### src/rtl/flop_compare_scoreboard.sv
// Purpose : accumulates a run verdict over per-sample check vectors (pass/fail, stats, first failure).
// Latency : every statistic reflects a sample one cycle after it is presented; done rises the cycle after the last sample.
// Backpr. : none; a sample is accepted on every cycle in RUN, and samples outside RUN are dropped.
//
// Ports:
//   clk, rst_n          clock and synchronous active-low reset
//   start               begin a new run (honoured in IDLE or DONE only)
//   sample, ok          per-sample strobe and check vector (bit i passes only when exactly 1)
//   stop_on_fail        finish the run at the first failing sample
//   busy, done, pass    run status; pass is meaningful only while done=1
//   fail_seen, fail_mask, first_fail_idx, first_fail_cyc, mismatch_cnt, sample_cnt  run statistics
module flop_compare_scoreboard #(
    parameter int NCHK   = 38,
    parameter int IDXW   = 6,
    parameter int CNTW   = 16,
    parameter int CYCW   = 32,
    parameter int RUNLEN = 33333
) (
    input  logic            clk,
    input  logic            rst_n,
    input  logic            start,
    input  logic            sample,
    input  logic [NCHK-1:0] ok,
    input  logic            stop_on_fail,
    output logic            busy,
    output logic            done,
    output logic            pass,
    output logic            fail_seen,
    output logic [NCHK-1:0] fail_mask,
    output logic [IDXW-1:0] first_fail_idx,
    output logic [CYCW-1:0] first_fail_cyc,
    output logic [CNTW-1:0] mismatch_cnt,
    output logic [CYCW-1:0] sample_cnt
);

    typedef enum logic [1:0] {
        ST_IDLE = 2'd0,
        ST_RUN  = 2'd1,
        ST_DONE = 2'd2
    } state_t;

    localparam logic [CYCW-1:0] RUNLEN_C = CYCW'(RUNLEN);

    state_t          state_q, state_d;
    logic            fail_seen_q, fail_seen_d;
    logic [NCHK-1:0] fail_mask_q, fail_mask_d;
    logic [IDXW-1:0] first_idx_q, first_idx_d;
    logic [CYCW-1:0] first_cyc_q, first_cyc_d;
    logic [CNTW-1:0] mis_cnt_q, mis_cnt_d;
    logic [CYCW-1:0] smp_cnt_q, smp_cnt_d;

    logic [NCHK-1:0] bit_fail;
    logic            any_fail;
    logic [IDXW-1:0] low_fail_idx;
    logic [CYCW-1:0] smp_cnt_inc;

    // X or Z on a check bit is a failure, not a pass.
    always_comb begin
        bit_fail = '0;
        for (int i = 0; i < NCHK; i++) begin
            bit_fail[i] = (ok[i] !== 1'b1);
        end
    end

    assign any_fail = |bit_fail;

    // Scan from the top so the last assignment wins with the lowest index.
    always_comb begin
        low_fail_idx = '0;
        for (int i = NCHK - 1; i >= 0; i--) begin
            if (bit_fail[i]) begin
                low_fail_idx = IDXW'(i);
            end
        end
    end

    assign smp_cnt_inc = smp_cnt_q + CYCW'(1);

    always_comb begin
        state_d     = state_q;
        fail_seen_d = fail_seen_q;
        fail_mask_d = fail_mask_q;
        first_idx_d = first_idx_q;
        first_cyc_d = first_cyc_q;
        mis_cnt_d   = mis_cnt_q;
        smp_cnt_d   = smp_cnt_q;

        case (state_q)
            ST_IDLE, ST_DONE: begin
                if (start) begin
                    state_d     = ST_RUN;
                    fail_seen_d = 1'b0;
                    fail_mask_d = '0;
                    first_idx_d = '0;
                    first_cyc_d = '0;
                    mis_cnt_d   = '0;
                    smp_cnt_d   = '0;
                end
            end
            ST_RUN: begin
                if (sample) begin
                    smp_cnt_d = smp_cnt_inc;
                    if (any_fail) begin
                        fail_mask_d = fail_mask_q | bit_fail;
                        if (mis_cnt_q != '1) begin
                            mis_cnt_d = mis_cnt_q + CNTW'(1);
                        end
                        // Only the first failing sample of a run is captured.
                        if (!fail_seen_q) begin
                            fail_seen_d = 1'b1;
                            first_cyc_d = smp_cnt_q;
                            first_idx_d = low_fail_idx;
                        end
                    end
                    if ((smp_cnt_inc == RUNLEN_C) || (stop_on_fail && any_fail)) begin
                        state_d = ST_DONE;
                    end
                end
            end
            default: state_d = ST_IDLE;
        endcase
    end

    always_ff @(posedge clk) begin
        if (!rst_n) begin
            state_q     <= ST_IDLE;
            fail_seen_q <= 1'b0;
            fail_mask_q <= '0;
            first_idx_q <= '0;
            first_cyc_q <= '0;
            mis_cnt_q   <= '0;
            smp_cnt_q   <= '0;
        end else begin
            state_q     <= state_d;
            fail_seen_q <= fail_seen_d;
            fail_mask_q <= fail_mask_d;
            first_idx_q <= first_idx_d;
            first_cyc_q <= first_cyc_d;
            mis_cnt_q   <= mis_cnt_d;
            smp_cnt_q   <= smp_cnt_d;
        end
    end

    assign busy           = (state_q == ST_RUN);
    assign done           = (state_q == ST_DONE);
    assign pass           = (state_q == ST_DONE) && !fail_seen_q;
    assign fail_seen      = fail_seen_q;
    assign fail_mask      = fail_mask_q;
    assign first_fail_idx = first_idx_q;
    assign first_fail_cyc = first_cyc_q;
    assign mismatch_cnt   = mis_cnt_q;
    assign sample_cnt     = smp_cnt_q;

endmodule

### config.mk
export PLATFORM = sky130hd
export DESIGN_NAME = flop_compare_scoreboard
export DESIGN_NICKNAME = d
export VERILOG_FILES = /design/src/rtl/flop_compare_scoreboard.sv
export SDC_FILE = /design/constraint.sdc
export NUM_CORES = 1
export LEC_CHECK = 0
export CORE_UTILIZATION = 40
export DETAILED_ROUTE_END_ITERATION = 10
export PLACE_DENSITY_LB_ADDON = 0.2
export RECOVER_POWER = 50
export SLEW_MARGIN = 20
export SYNTH_ARGS = -nofsm -noshare
export SYNTH_HDL_FRONTEND = slang
export SYNTH_SLANG_ARGS = --single-unit
### constraint.sdc
create_clock -name clk -period 3 [get_ports clk]
set_input_delay 0.6 -clock clk [delete_from_list [all_inputs] [get_ports clk]]
set_output_delay 0.6 -clock clk [all_outputs]
set_load 0.05 [all_outputs]
# Word-level counts from Yosys, hierarchy flattened

Cells that the tools add are included.

Bits in registers: 127
Word-level logic and storage cells: 138

Add/subtract/negate cells: 2
Eq/ne operators: 48
Mux-type cells: 67
Bitwise operators: 1
Reduce and logical (&&, ||, !) cells: 13

Operators by type and width:

| cell                  | count |
|---|---|
| $mux 6                | 42 |
| $mux 32               | 5 |
| $pmux 32 s2           | 2 |
| $mux 38               | 3 |
| $pmux 38 s2           | 1 |
| $mux 16               | 4 |
| $nex 1x1->1 const B   | 38 |
| $or 38x38->38         | 1 |
| $reduce_or 38->1      | 1 |
| $add 32x1->32 const B | 1 |
| $eq 32x16->1 const B  | 1 |
| $pmux 16 s2           | 1 |
| $add 16x1->16 const B | 1 |
| $ne 16x16->1 const B  | 1 |
| $pmux 6 s2            | 1 |
| $reduce_and 5->1      | 2 |
| $mux 2                | 3 |
| $ne 2x1->1 const B    | 3 |
| $ne 2x2->1 const B    | 3 |
| $reduce_and 3->1      | 2 |
| $pmux 2 s2            | 1 |
| $reduce_and 4->1      | 1 |
| $mux 1                | 3 |
| $eq 2x1->1 const B    | 1 |
| other kinds (8)       | 9 |

# Logic depth before layout (Yosys ltp)

Gate-level depths: netlist of run 1.

Depth in word-level cells: 43
Depth in mapped cells: 10
Gate-level depth less buffers: 8

# Least setup slack after synthesis of run 1

No wires, ideal clock.

Path type: register -> register
Start point: reg smp_cnt_q[10] (netlist: sample_cnt[10])
End point: reg state_q[0]
Setup time: 125 ps
Arrival: 2763 ps
Data required time: 2875 ps
Path slack: 112 ps
Cell stages (with the launch flop): 9
Cell sequence: dfxtp_1 -> buf_2 -> nand4_1 -> nor3_1 -> nand3_1 -> xnor2_1 -> or4_1 -> nor4_2 -> o21ai_1

Longest elaborated chain between the ends: 5

RTL lines:

| item                              | line | text |
|---|---|---|
| start, declared                   | 50   | `logic [CYCW-1:0] smp_cnt_q, smp_cnt_d;` |
| start signal, assigned            | 140  | `smp_cnt_q <= smp_cnt_d;` |
| $add 32x1->32                     | 77   | `assign smp_cnt_inc = smp_cnt_q + CYCW'(1);` |
| $eq 32x16->1                      | 115  | `if ((smp_cnt_inc == RUNLEN_C) \|\| (stop_on_fail && any_fail)) begin` |
| $logic_or 1x1->1                  | 115  |  |
| $ne 2x1->1 (no source line)       | n/a  |  |
| $reduce_and 3->1 (no source line) | n/a  |  |
| end signal, assigned              | 134  | `state_q <= state_d;` |
| end, declared                     | 44   | `state_t state_q, state_d;` |

No other way between the ends.
A chain may end at the register's enable or synchronous reset.

# Final worst setup path of run 1

Start point: reg smp_cnt_q[3] (netlist: sample_cnt[3])
End point: reg state_q[0]

The elaborated chain is that of the path after synthesis.

==> results of run 1 <==
[cell families after synthesis]
logic type               count (synthesis)
XOR/XNOR                                25
AND/OR/NAND/NOR                        361
flip-flops                             127
multiplexers                             2
adder cells (fa/ha/maj)                  3
AO/OA/AOI/OAI                          186
buffers and inverters                  104
[sequential cells by signal, summed over array words and instances, names as in the netlist]
signal / count
state_q: 2
first_fail_cyc: 32
fail_mask: 38
sample_cnt: 32
fail_seen: 1
mismatch_cnt: 16
first_fail_idx: 6
[cell usage in the layout, fill, tap and decap left out, types with 25 or more instances in the layout]
cell,instances
sky130_fd_sc_hd__nor2_1,96
sky130_fd_sc_hd__dlygate4sd3_1,99
sky130_fd_sc_hd__a21oi_1,107
sky130_fd_sc_hd__nand3_1,61
sky130_fd_sc_hd__dfxtp_1,127
sky130_fd_sc_hd__buf_4,52
sky130_fd_sc_hd__inv_1,45
sky130_fd_sc_hd__nand2_1,85
sky130_fd_sc_hd__nand4_1,25
sky130_fd_sc_hd__nor3_1,31
sky130_fd_sc_hd__clkdlybuf4s50_1,70
[power groups by stage]
stage | Sequential, µW | Clock [µW] | Combinational (µW)
2_1_floorplan | 1810 | 0 | 215
3_3_place_gp | 1760 | 0 | 499
3_5_place_dp | 1760 | 0 | 503
4_1_cts | 1720 | 2170 | 505
5_1_grt | 1720 | 2250 | 529
6_report | 1720 | 2130 | 486
[routing by layer]
layer  global-route usage  share of wire  vias to the layer above
met1                0.287           0.43                     3043
li1                     -              -                     3226
met2                0.405           0.48                      197
met4               0.0875          0.019                        2
met5                    0        0.00054                        -
met3               0.0700          0.065                       27
[cell type report]
class	instances	share of cell area
Tap cell	188	0.0263
Multi-Input combinational cell	577	0.356
Clock inverter	15	0.0206
Timing Repair Buffer	232	0.246
Inverter	45	0.0189
Clock buffer	17	0.0476
Sequential cell	127	0.284
[path summary, 6_finish.rpt]
check | startpoint | endpoint | slack, ps | cells after the start
min | first_fail_cyc[7] | first_fail_cyc[7] | 440 | 2
max | sample_cnt[3] | state_q[0] | 360 | 9
min reg2reg | first_fail_cyc[7] | first_fail_cyc[7] | 440 | 2
max reg2reg | sample_cnt[3] | state_q[0] | 360 | 9
[metrics by stage]
stage | util | hold WS (ps) | total power [µW]
final | 0.588 | 443 | 4340
after global routing | 0.588 | 462 | 4490
after CTS | 0.591 | 450 | 4400
after detailed placement | 0.551 | 442 | 2260
after global placement | 0.551 | 438 | 2250
after floorplan | - | 556 | 2030
[cells in the mapped netlist (6+ instances only)]
master and number:
sky130_fd_sc_hd__xor2_1 6, sky130_fd_sc_hd__nor4_1 14, sky130_fd_sc_hd__clkbuf_1 29, sky130_fd_sc_hd__nor2_1 96, sky130_fd_sc_hd__dfxtp_1 127, sky130_fd_sc_hd__buf_4 6, sky130_fd_sc_hd__nand2_1 85, sky130_fd_sc_hd__xnor2_1 19
sky130_fd_sc_hd__buf_2 7, sky130_fd_sc_hd__inv_1 44, sky130_fd_sc_hd__nand3_1 61, sky130_fd_sc_hd__nor3_1 31, sky130_fd_sc_hd__and3_1 6, sky130_fd_sc_hd__a31oi_1 8, sky130_fd_sc_hd__buf_1 7, sky130_fd_sc_hd__clkbuf_8 7
sky130_fd_sc_hd__nand4_1 25, sky130_fd_sc_hd__a311oi_1 6, sky130_fd_sc_hd__a21oi_1 108, sky130_fd_sc_hd__o21ai_0 24, sky130_fd_sc_hd__or3_1 8
[worst min-delay path: stages (launching register included)]
cell                      delay, ps
sky130_fd_sc_hd__dfxtp_1        300
sky130_fd_sc_hd__nand2_1         50
sky130_fd_sc_hd__a21oi_1         50
==> out/qor.tcl, run 1 <==
set qor(slowest_stage) {sky130_fd_sc_hd__dfxtp_1}
set qor(ctsHtreeMaxLevel) 4
set qor(critical-path-top-delay-family) {simple AND/OR/NAND/NOR gates}
set qor(hpwl_um) 13100
set qor(critPathKind) {reg -> reg}
set qor(total_count_of_hold_check_failures_in_the_final_report) 0
set qor(power_leakage_uw) 0.00358
set qor(setup_slack_ps) 364
set qor(drtIter0Drc) 350
set qor(synthesis.area_per_instance_um2) 7.71
set qor(floorplan.die.height_um) 127
set qor(final.setup.tns_ps) 0
set qor(synthAdderAreaFrac) 0.00603
set qor(top_level_ports) 171
set qor(critical_path_arrival_ps) 2950
set qor(global_route_wire_length_before_repair_um) 30600
set qor(critical_path.cell_chain) {nand4_1 -> nor2_1 -> clkbuf_1 -> xnor2_1 -> a31oi_1 -> or4_1 -> nor4_2 -> buf_4 -> o21ai_1}
set qor(place.gp.congestion) 0.862
set qor(ys_seq_elements) 127
set qor(synth_simple_gate_area_share) 0.289
set qor(synth_top_cell_area_share) 0.408
set qor(first_global_vias) 6043
set qor(internal-power_uw) 3190
set qor(timing.final.crit_period_ps) 2640
set qor(placement_rows) 45
set qor(drt_first_pass_iters) 5
set qor(start_util) 0.410
set qor(finalCritPeriodShare) 0.879
set qor(synth_enable_flop_cells) 0
set qor(pre_cts_ws_ps) 17.8
set qor(synthDistinctLibCells) 65
set qor(netlist_area_um2) 6230
set qor(multiInputGateArea_um2) 3180
set qor(clock_tree_from_tritoncts) {built}
set qor(rsz_0062_raised_after_global_routing) {false}
set qor(yosys.area_share.xor_xnor) 0.0352
set qor(port_buffers) 170
set qor(cts_made_buffers) 17
set qor(logic_pwr_share) 0.112
set qor(cp_num_buf_inv) 2
set qor(clkTransAtPathRegs_ps) 60
set qor(proportion_of_power_drawn_by_the_clock_network) 0.492
set qor(wire_per_inst_um) 15.3
set qor(drt_drc_violations_left) 0
set qor(postCtsResizedCells) 0
set qor(worstSetupStartpointType) {flip-flop}
set qor(clock_skew_ps) 6.45
set qor(cts_hold_repair.buffers) 0
set qor(power.switching_uw) 1150
set qor(swShare) 0.266
set qor(most_area_consuming_cells_after_synthesis) {sky130_fd_sc_hd__dfxtp_1, sky130_fd_sc_hd__a21oi_1, sky130_fd_sc_hd__nor2_1}
set qor(fp.dieW_um) 127
set qor(final-setup-viol-count) 0
set qor(synth-seq-area-share) 0.408
set qor(antenna_found_initial) 1
set qor(design.die.area_um2) 16100
set qor(synth_compound_gate_area_share) 0.176
set qor(worstHoldPathType) {reg -> reg}
set qor(final_area_um2) 8940
set qor(pwr-share-seq) 0.396
set qor(maxClockFrequency_mhz) 379
set qor(outcome) {finished, final reports clean}
set qor(syn_to_final_growth_pct) 43.5
set qor(power_density_nw_per_um2) 485
set qor(synth_nets) 854
set qor(post_route_cells_drive_above_1_share) 0.108
set qor(relSlewSlack) 0.321
set qor(timing_worst_slew_pin_value_ps) 1020
set qor(fp.coreArea_um2) 15200
set qor(sequential_cell_area_um2) 2540
set qor(post_cts_buffers) 0
set qor(synth_top_cell_by_area) {sky130_fd_sc_hd__dfxtp_1}
set qor(crit_path_max_fanout) 11
set qor(setup_crit_end_kind) {flip-flop}
set qor(grt_usage) 0.239
set qor(place_area_um2) 8370
set qor(dr_vias) 6495
set qor(synth.yosys.warnings) 0
set qor(post_synth_mux_area_share) 0.00321
set qor(critical_path_max_stage_delay_ps) 550
set qor(clockRootBuffer) {sky130_fd_sc_hd__clkbuf_16}
set qor(nFillCells) 1411
set qor(finalNonFillerCells) 1201
set qor(antenna_cells) 0
set qor(finish.net_count) 1046
set qor(tritoncts_num_sinks) 127
set qor(synth_async_sr_flop_share) 0
set qor(grt.overflow.total) 0
set qor(maxCapViolations) 0
set qor(cell_total_after_placement) 1169
set qor(grt_max_degree) 38
set qor(clkLatencyLatePin_ps) 420
set qor(maxSlewViolCount) 0
set qor(cts_max_path_buffers) 2
set qor(ys.flop_type) {sky130_fd_sc_hd__dfxtp_1}
set qor(syn-instance-count) 808
set qor(routed_wirelength_um) 18400
set qor(final_antenna_net_count) 0
set qor(main_combinational_cell_family_by_area_after_synthesis) {simple AND/OR/NAND/NOR gates}
set qor(avgViaCountPerCell) 5.41
set qor(cp_data_required_time_ps) 3310
set qor(vdd_drop_max_uv) 397
Note: power is estimated with default switching activity, not from simulation.
==> inputs of run 2 (changes only) <==
- HOLD_SLACK_MARGIN: not set -> 0.15
- clock period: 3 -> 3.3 ns (I/O delays scaled with it)
==> run 2 against run 1 <==
- critical endpoint is now fail_mask[30]
- global-route usage decreased by 0.77 points
- cell area decreased by 3.6%
- first-iteration DRC count increased by 21%
- total power decreased by 14%
- die area unchanged
- count of clock-buffer cells in the layout increased by 6
- routed wire length decreased by 0.82%
- flip-flop and latch count unchanged
- critical path depth unchanged
- highest routed layer unchanged
- worst setup slack improved by 140 ps
- sequential power decreased by 9%
==> out/qor.tcl, run 2 (synthesis results as in run 1) <==
set qor(critPathKind) {in -> reg}
set qor(finish.net_count) 1012 ;# -3.3%
set qor(postCtsResizedCells) 0 ;# unchanged
set qor(syn_to_final_growth_pct) 38.4
set qor(timing_worst_slew_pin_value_ps) 1180 ;# +158 ps
set qor(dr_vias) 6387 ;# -1.7%
set qor(floorplan.die.height_um) 127 ;# unchanged
set qor(final-setup-viol-count) 0 ;# unchanged
set qor(hold_path_startpoint) {first_fail_cyc[19]}
set qor(worstHoldPathType) {reg -> reg}
set qor(outcome) {finished, final reports clean}
set qor(critical_path.cell_chain) {clkdlybuf4s50_1 -> nand4_1 -> nor4_1 -> nand2_1 -> or3b_1 -> and2_1 -> buf_12 -> a21oi_1 -> nor2_1}
set qor(final_area_um2) 8620 ;# -3.6%
set qor(rr_endpoint) {state_q[0]}
set qor(fp.dieW_um) 127 ;# unchanged
set qor(clockRootBuffer) {sky130_fd_sc_hd__clkbuf_16}
set qor(cts_max_path_buffers) 2 ;# unchanged
set qor(cts_hold_repair.buffers) 0 ;# unchanged
set qor(finalCritPeriodShare) 0.849
set qor(cp_num_buf_inv) 2 ;# unchanged
set qor(place_area_um2) 8090 ;# -3.3%
set qor(drt_drc_violations_left) 0 ;# unchanged
set qor(total_count_of_hold_check_failures_in_the_final_report) 0 ;# unchanged
set qor(critical-path-top-delay-family) {simple AND/OR/NAND/NOR gates}
set qor(first_global_vias) 5842 ;# -3.3%
set qor(critical_path_arrival_ps) 3060 ;# +110 ps
set qor(crit_path_max_fanout) 36 ;# +25
set qor(final_cell_mix) {sky130_fd_sc_hd__dfxtp_1, sky130_fd_sc_hd__a21oi_1, sky130_fd_sc_hd__dlygate4sd3_1}
set qor(nFillCells) 1449 ;# +2.7%
set qor(design.die.area_um2) 16100 ;# unchanged
set qor(critical_path_max_stage_delay_ps) 570 ;# +20 ps
set qor(hpwl_um) 12600 ;# -4.1%
set qor(critical_path_depth) 9 ;# unchanged
set qor(global_route_wire_length_before_repair_um) 29800 ;# -2.7%
set qor(clock_tree_from_tritoncts) {built}
set qor(timing.final.crit_period_ps) 2800
set qor(finalNonFillerCells) 1164 ;# -3.1%
set qor(cp-endpoint) {fail_mask[30]}
set qor(post_cts_buffers) 0 ;# unchanged
set qor(top_level_ports) 171 ;# unchanged
set qor(clkTransAtPathRegs_ps) 60 ;# about the same
set qor(maxClockFrequency_mhz) 357
set qor(power_density_nw_per_um2) 435 ;# -10%
set qor(drtIter0Drc) 425 ;# +21%
set qor(grt_usage) 0.231 ;# -0.00774
set qor(ctsHtreeMaxLevel) 4 ;# unchanged
set qor(final_antenna_net_count) 0 ;# unchanged
set qor(clock_skew_ps) 6.34 ;# -0.114 ps
set qor(wire_per_inst_um) 15.7 ;# +2.3%
set qor(r2r_setup_slack_ps) 530 ;# +170 ps
set qor(cp_data_required_time_ps) 3560 ;# +250 ps
set qor(worst_r2r_startpoint) {sample_cnt[0]}
set qor(avgViaCountPerCell) 5.49 ;# +1.5%
set qor(cell_total_after_placement) 1135 ;# -2.9%
set qor(drt_first_pass_iters) 4 ;# -1
set qor(worstRegToRegCells) 8 ;# -1
set qor(grt.overflow.total) 0 ;# unchanged
set qor(layout_commonest_cell) {sky130_fd_sc_hd__dfxtp_1}
set qor(fp.coreArea_um2) 15200 ;# unchanged
set qor(pre_cts_ws_ps) 116 ;# +98.3 ps
set qor(clkLatencyLatePin_ps) 420 ;# about the same
set qor(placement_rows) 45 ;# unchanged
set qor(relSlewSlack) 0.215 ;# -0.106
set qor(power_leakage_uw) 0.00339 ;# -5.3%
set qor(setup_crit_end_kind) {flip-flop}
set qor(grt_util_met1) 0.281 ;# -0.00611
set qor(maxCapViolations) 0 ;# unchanged
set qor(largest_register_ff_count) 38 ;# unchanged
set qor(met2_usage) 0.389 ;# -0.0159
set qor(globalRoute.busiestLayer) {met2}
set qor(port_buffers) 170 ;# unchanged
set qor(rsz_0062_raised_after_global_routing) {false}
set qor(start_util) 0.410 ;# unchanged
set qor(gr-usage-met3) 0.0784 ;# +0.00844
set qor(maxSlewViolCount) 0 ;# unchanged
set qor(cts_made_buffers) 17 ;# unchanged
set qor(tritoncts_num_sinks) 127 ;# unchanged
set qor(vdd_drop_max_uv) 335 ;# -15%
set qor(finalHoldWorstSlack_ps) 444 ;# +1.18 ps
set qor(setup_slack_ps) 499 ;# +135 ps
set qor(grt_max_degree) 55 ;# +45%
set qor(worstSetupStartpointType) {primary input}
set qor(final.setup.tns_ps) 0 ;# unchanged
set qor(timing.critical_path.from) {ok[29]}
set qor(routed_wirelength_um) 18300 ;# -0.82%
set qor(place.gp.congestion) 0.876 ;# +1.6%
set qor(antenna_cells) 0 ;# unchanged
set qor(slowest_stage) {sky130_fd_sc_hd__nor4_1}
set qor(antenna_found_initial) 1 ;# unchanged
set qor(post_route_cells_drive_above_1_share) 0.0768 ;# -0.0308
run 2: power breakdown:
group / switching, µW / internal, µW
clock network: 661 / 1100
logic: 290 / 135
registers: 11.7 / 1550
run 2: how the worst min path moves through the flow:
stage                         endpoint  slack (ps)  depth (start not counted)
global route        first_fail_cyc[10]         460                          2
detailed placement  first_fail_cyc[23]         440                          2
floorplan                   state_q[0]         560                          3
global placement     first_fail_cyc[9]         440                          2
finish              first_fail_cyc[19]         440                          2
CTS                  first_fail_idx[5]         450                          2
run 2: worst min-delay path, cell delays in order (launching register included):
cell,delay [ps]
sky130_fd_sc_hd__dfxtp_1,300
sky130_fd_sc_hd__nand2_1,50
sky130_fd_sc_hd__a21oi_1,50
run 2: metal layers:
layer	share of wire	vias up
li1	-	3152
met1	0.44	3016
met2	0.48	198
met3	0.069	19
met5	0.00044	-
met4	0.012	2
run 2: area by class of cell:
type | instances | area, µm² | share of cell area
Tap cell | 188 | 235 | 0.0273
Sequential cell | 127 | 2540 | 0.295
Inverter | 45 | 169 | 0.0196
Timing Repair Buffer | 198 | 1940 | 0.225
Multi-Input combinational cell | 577 | 3190 | 0.370
Clock buffer | 23 | 488 | 0.0566
Clock inverter | 6 | 60.1 | 0.00697
run 2: stage by stage:
stage / power (µW) / util
2_1_floorplan: 1840 / -
4_1_cts: 3790 / 0.568
6_report: 3750 / 0.567
3_5_place_dp: 2030 / 0.532
3_3_place_gp: 2030 / 0.532
5_1_grt: 3890 / 0.567
==> inputs of run 3 (changes only) <==
- clock period: 3.3 -> 2.3 ns (I/O delays scaled with it)
==> run 3 against run 2 <==
- global-route usage increased by 1.6 points
- critical path depth unchanged
- final cell count grew 10%
- combinational power increased by 95%
- count of clock-buffer cells in the layout decreased by 1
==> out/qor.tcl, run 3 (synthesis results as in run 1) <==
set qor(drt_first_pass_iters) 5 ;# +1
set qor(drt_drc_violations_left) 0 ;# unchanged
set qor(layout_commonest_cell) {sky130_fd_sc_hd__buf_4}
set qor(ctsHtreeMaxLevel) 4 ;# unchanged
set qor(timing_worst_slew_pin_value_ps) 777 ;# -400 ps
set qor(worstHoldPathType) {in -> reg}
set qor(clock_skew_ps) 11.6 ;# +5.29 ps
set qor(cp_data_required_time_ps) 2620 ;# -940 ps
set qor(timing.final.crit_period_ps) 2270
set qor(final-setup-viol-count) 0 ;# unchanged
set qor(final_area_um2) 10100 ;# +17%
set qor(power_density_nw_per_um2) 585 ;# +35%
set qor(total_count_of_hold_check_failures_in_the_final_report) 0 ;# unchanged
set qor(antenna_found_initial) 0 ;# -1
set qor(place.gp.congestion) 0.850 ;# -3.0%
set qor(tritoncts_num_sinks) 127 ;# unchanged
set qor(cts_max_path_buffers) 2 ;# unchanged
set qor(clockRootBuffer) {sky130_fd_sc_hd__clkbuf_16}
set qor(post_route_cells_drive_above_1_share) 0.250 ;# +0.174
set qor(drtIter0Drc) 517 ;# +22%
set qor(finish.net_count) 1131 ;# +12%
set qor(grt_usage) 0.247 ;# +0.0157
set qor(final.setup.tns_ps) 0 ;# unchanged
set qor(critPathKind) {in -> reg}
set qor(finalCritPeriodShare) 0.987
set qor(grt_max_degree) 38 ;# -31%
set qor(relSlewSlack) 0.480 ;# +0.265
set qor(dr_vias) 6972 ;# +9.2%
set qor(vdd_drop_max_uv) 502 ;# +50%
set qor(outcome) {finished, final reports clean}
set qor(clkLatencyLatePin_ps) 430 ;# about the same
set qor(clock_tree_from_tritoncts) {built}
set qor(fp.coreArea_um2) 15200 ;# unchanged
set qor(wire_per_inst_um) 16.6 ;# +5.4%
set qor(power_leakage_uw) 0.00416 ;# +23%
set qor(routed_wirelength_um) 21300 ;# +16%
set qor(start_util) 0.410 ;# unchanged
set qor(crit_path_max_fanout) 8 ;# -78%
set qor(design.die.area_um2) 16100 ;# unchanged
set qor(placement_rows) 45 ;# unchanged
set qor(largest_register_ff_count) 38 ;# unchanged
set qor(avgViaCountPerCell) 5.42 ;# -1.2%
set qor(maxCapViolations) 0 ;# unchanged
set qor(setup_crit_end_kind) {flip-flop}
set qor(place_area_um2) 8920 ;# +10%
set qor(grt.overflow.total) 0 ;# unchanged
set qor(cts_hold_repair.buffers) 0 ;# unchanged
set qor(antenna_cells) 0 ;# unchanged
set qor(floorplan.die.height_um) 127 ;# unchanged
set qor(syn_to_final_growth_pct) 62.2
set qor(port_buffers) 170 ;# unchanged
set qor(rsz_0062_raised_after_global_routing) {true}
set qor(first_global_vias) 6380 ;# +9.2%
set qor(clkTransAtPathRegs_ps) 60 ;# about the same
set qor(fp.dieW_um) 127 ;# unchanged
set qor(final_antenna_net_count) 0 ;# unchanged
set qor(maxClockFrequency_mhz) 441
set qor(worstSetupStartpointType) {primary input}
set qor(global_route_wire_length_before_repair_um) 31500 ;# +5.7%
set qor(final_cell_mix) {sky130_fd_sc_hd__buf_4, sky130_fd_sc_hd__dfxtp_1, sky130_fd_sc_hd__nor2_1}
set qor(critical_path_arrival_ps) 2590 ;# -470 ps
set qor(cts_made_buffers) 17 ;# unchanged
set qor(hpwl_um) 13700 ;# +9.2%
set qor(top_level_ports) 171 ;# unchanged
set qor(finalHoldWorstSlack_ps) 420 ;# -23.8 ps
set qor(maxSlewViolCount) 0 ;# unchanged
set qor(power_uw) 5910 ;# +58%
==> run 3: cell types whose count changed in the layout (fill, tap and decap cells not counted), sizes merged, moves of 2 or more <==
cell / before / now
buf: 26 / 141
bufinv: 1 / 3
clkbuf: 26 / 36
clkdlybuf4s50: 69 / 87
dlygate4sd3: 100 / 57
dlymetal6s2s: 0 / 16
inv: 45 / 47
==> run 3: path summary, 6_finish.rpt <==
check                          start            endpoint  slack [ps]  depth (start not counted)
setup / recovery               ok[9]       fail_mask[23]          30                          9
hold / removal                ok[28]       fail_mask[28]         420                          4
setup reg to reg       sample_cnt[2]          state_q[0]          70                          7
hold reg to reg   first_fail_cyc[21]  first_fail_cyc[21]         440                          2
==> run 3: report_power, final <==
group          switching (µW)  internal [µW]  total (µW)
clock                    1010           1850        2860
combinational             496            331         828
sequential               23.2           2210        2230
total                    1530           4390        5910
==> run 3: metrics by stage <==
stage	instances	worst slack [ps]	util
after floorplan	808	-19.3	-
after global placement	1225	-500	0.587
after detailed placement	1225	-540	0.587
after CTS	1263	-43.6	0.636
after global routing	1286	-59.8	0.665
final	1286	30.2	0.665
==> run 3: layer usage <==
| layer | vias up | share of wire | global-route usage | routed length, µm |
|---|---|---|---|---|
| met2 | 254 | 0.49 | 0.411 | 10400 |
| li1 | 3405 | - | - | - |
| met3 | 36 | 0.075 | 0.0801 | 1600 |
| met4 | 0 | 0.021 | 0.0889 | 438 |
| met5 | - | 0 | 0 | 0 |
| met1 | 3277 | 0.42 | 0.299 | 8880 |
==> run 3: cell type report <==
cell class / instances / area, µm²
clock buffers: 22 / 495
clock inverters: 10 / 130
fillers: 1244 / 5100
inverters: 45 / 169
multi-input cells: 578 / 3430
flip-flops and latches: 127 / 2620
well taps: 188 / 235
repair buffers: 316 / 3020
==> run 3: critical path: stages <==
cell and delay, ps:
sky130_fd_sc_hd__clkdlybuf4s50_1 490, sky130_fd_sc_hd__nand4_1 160, sky130_fd_sc_hd__nor4_1 280, sky130_fd_sc_hd__buf_4 180, sky130_fd_sc_hd__or3b_4 380, sky130_fd_sc_hd__and2_4 250
sky130_fd_sc_hd__buf_12 170, sky130_fd_sc_hd__a21oi_1 160, sky130_fd_sc_hd__nor2_1 50
==> run 3: what timing repair did <==
action,4_1_cts,5_1_grt
pin swaps,11,24
gates cloned,0,9
gates resized for setup,18,66
buffers inserted,6,15
setup endpoints to repair,78,91
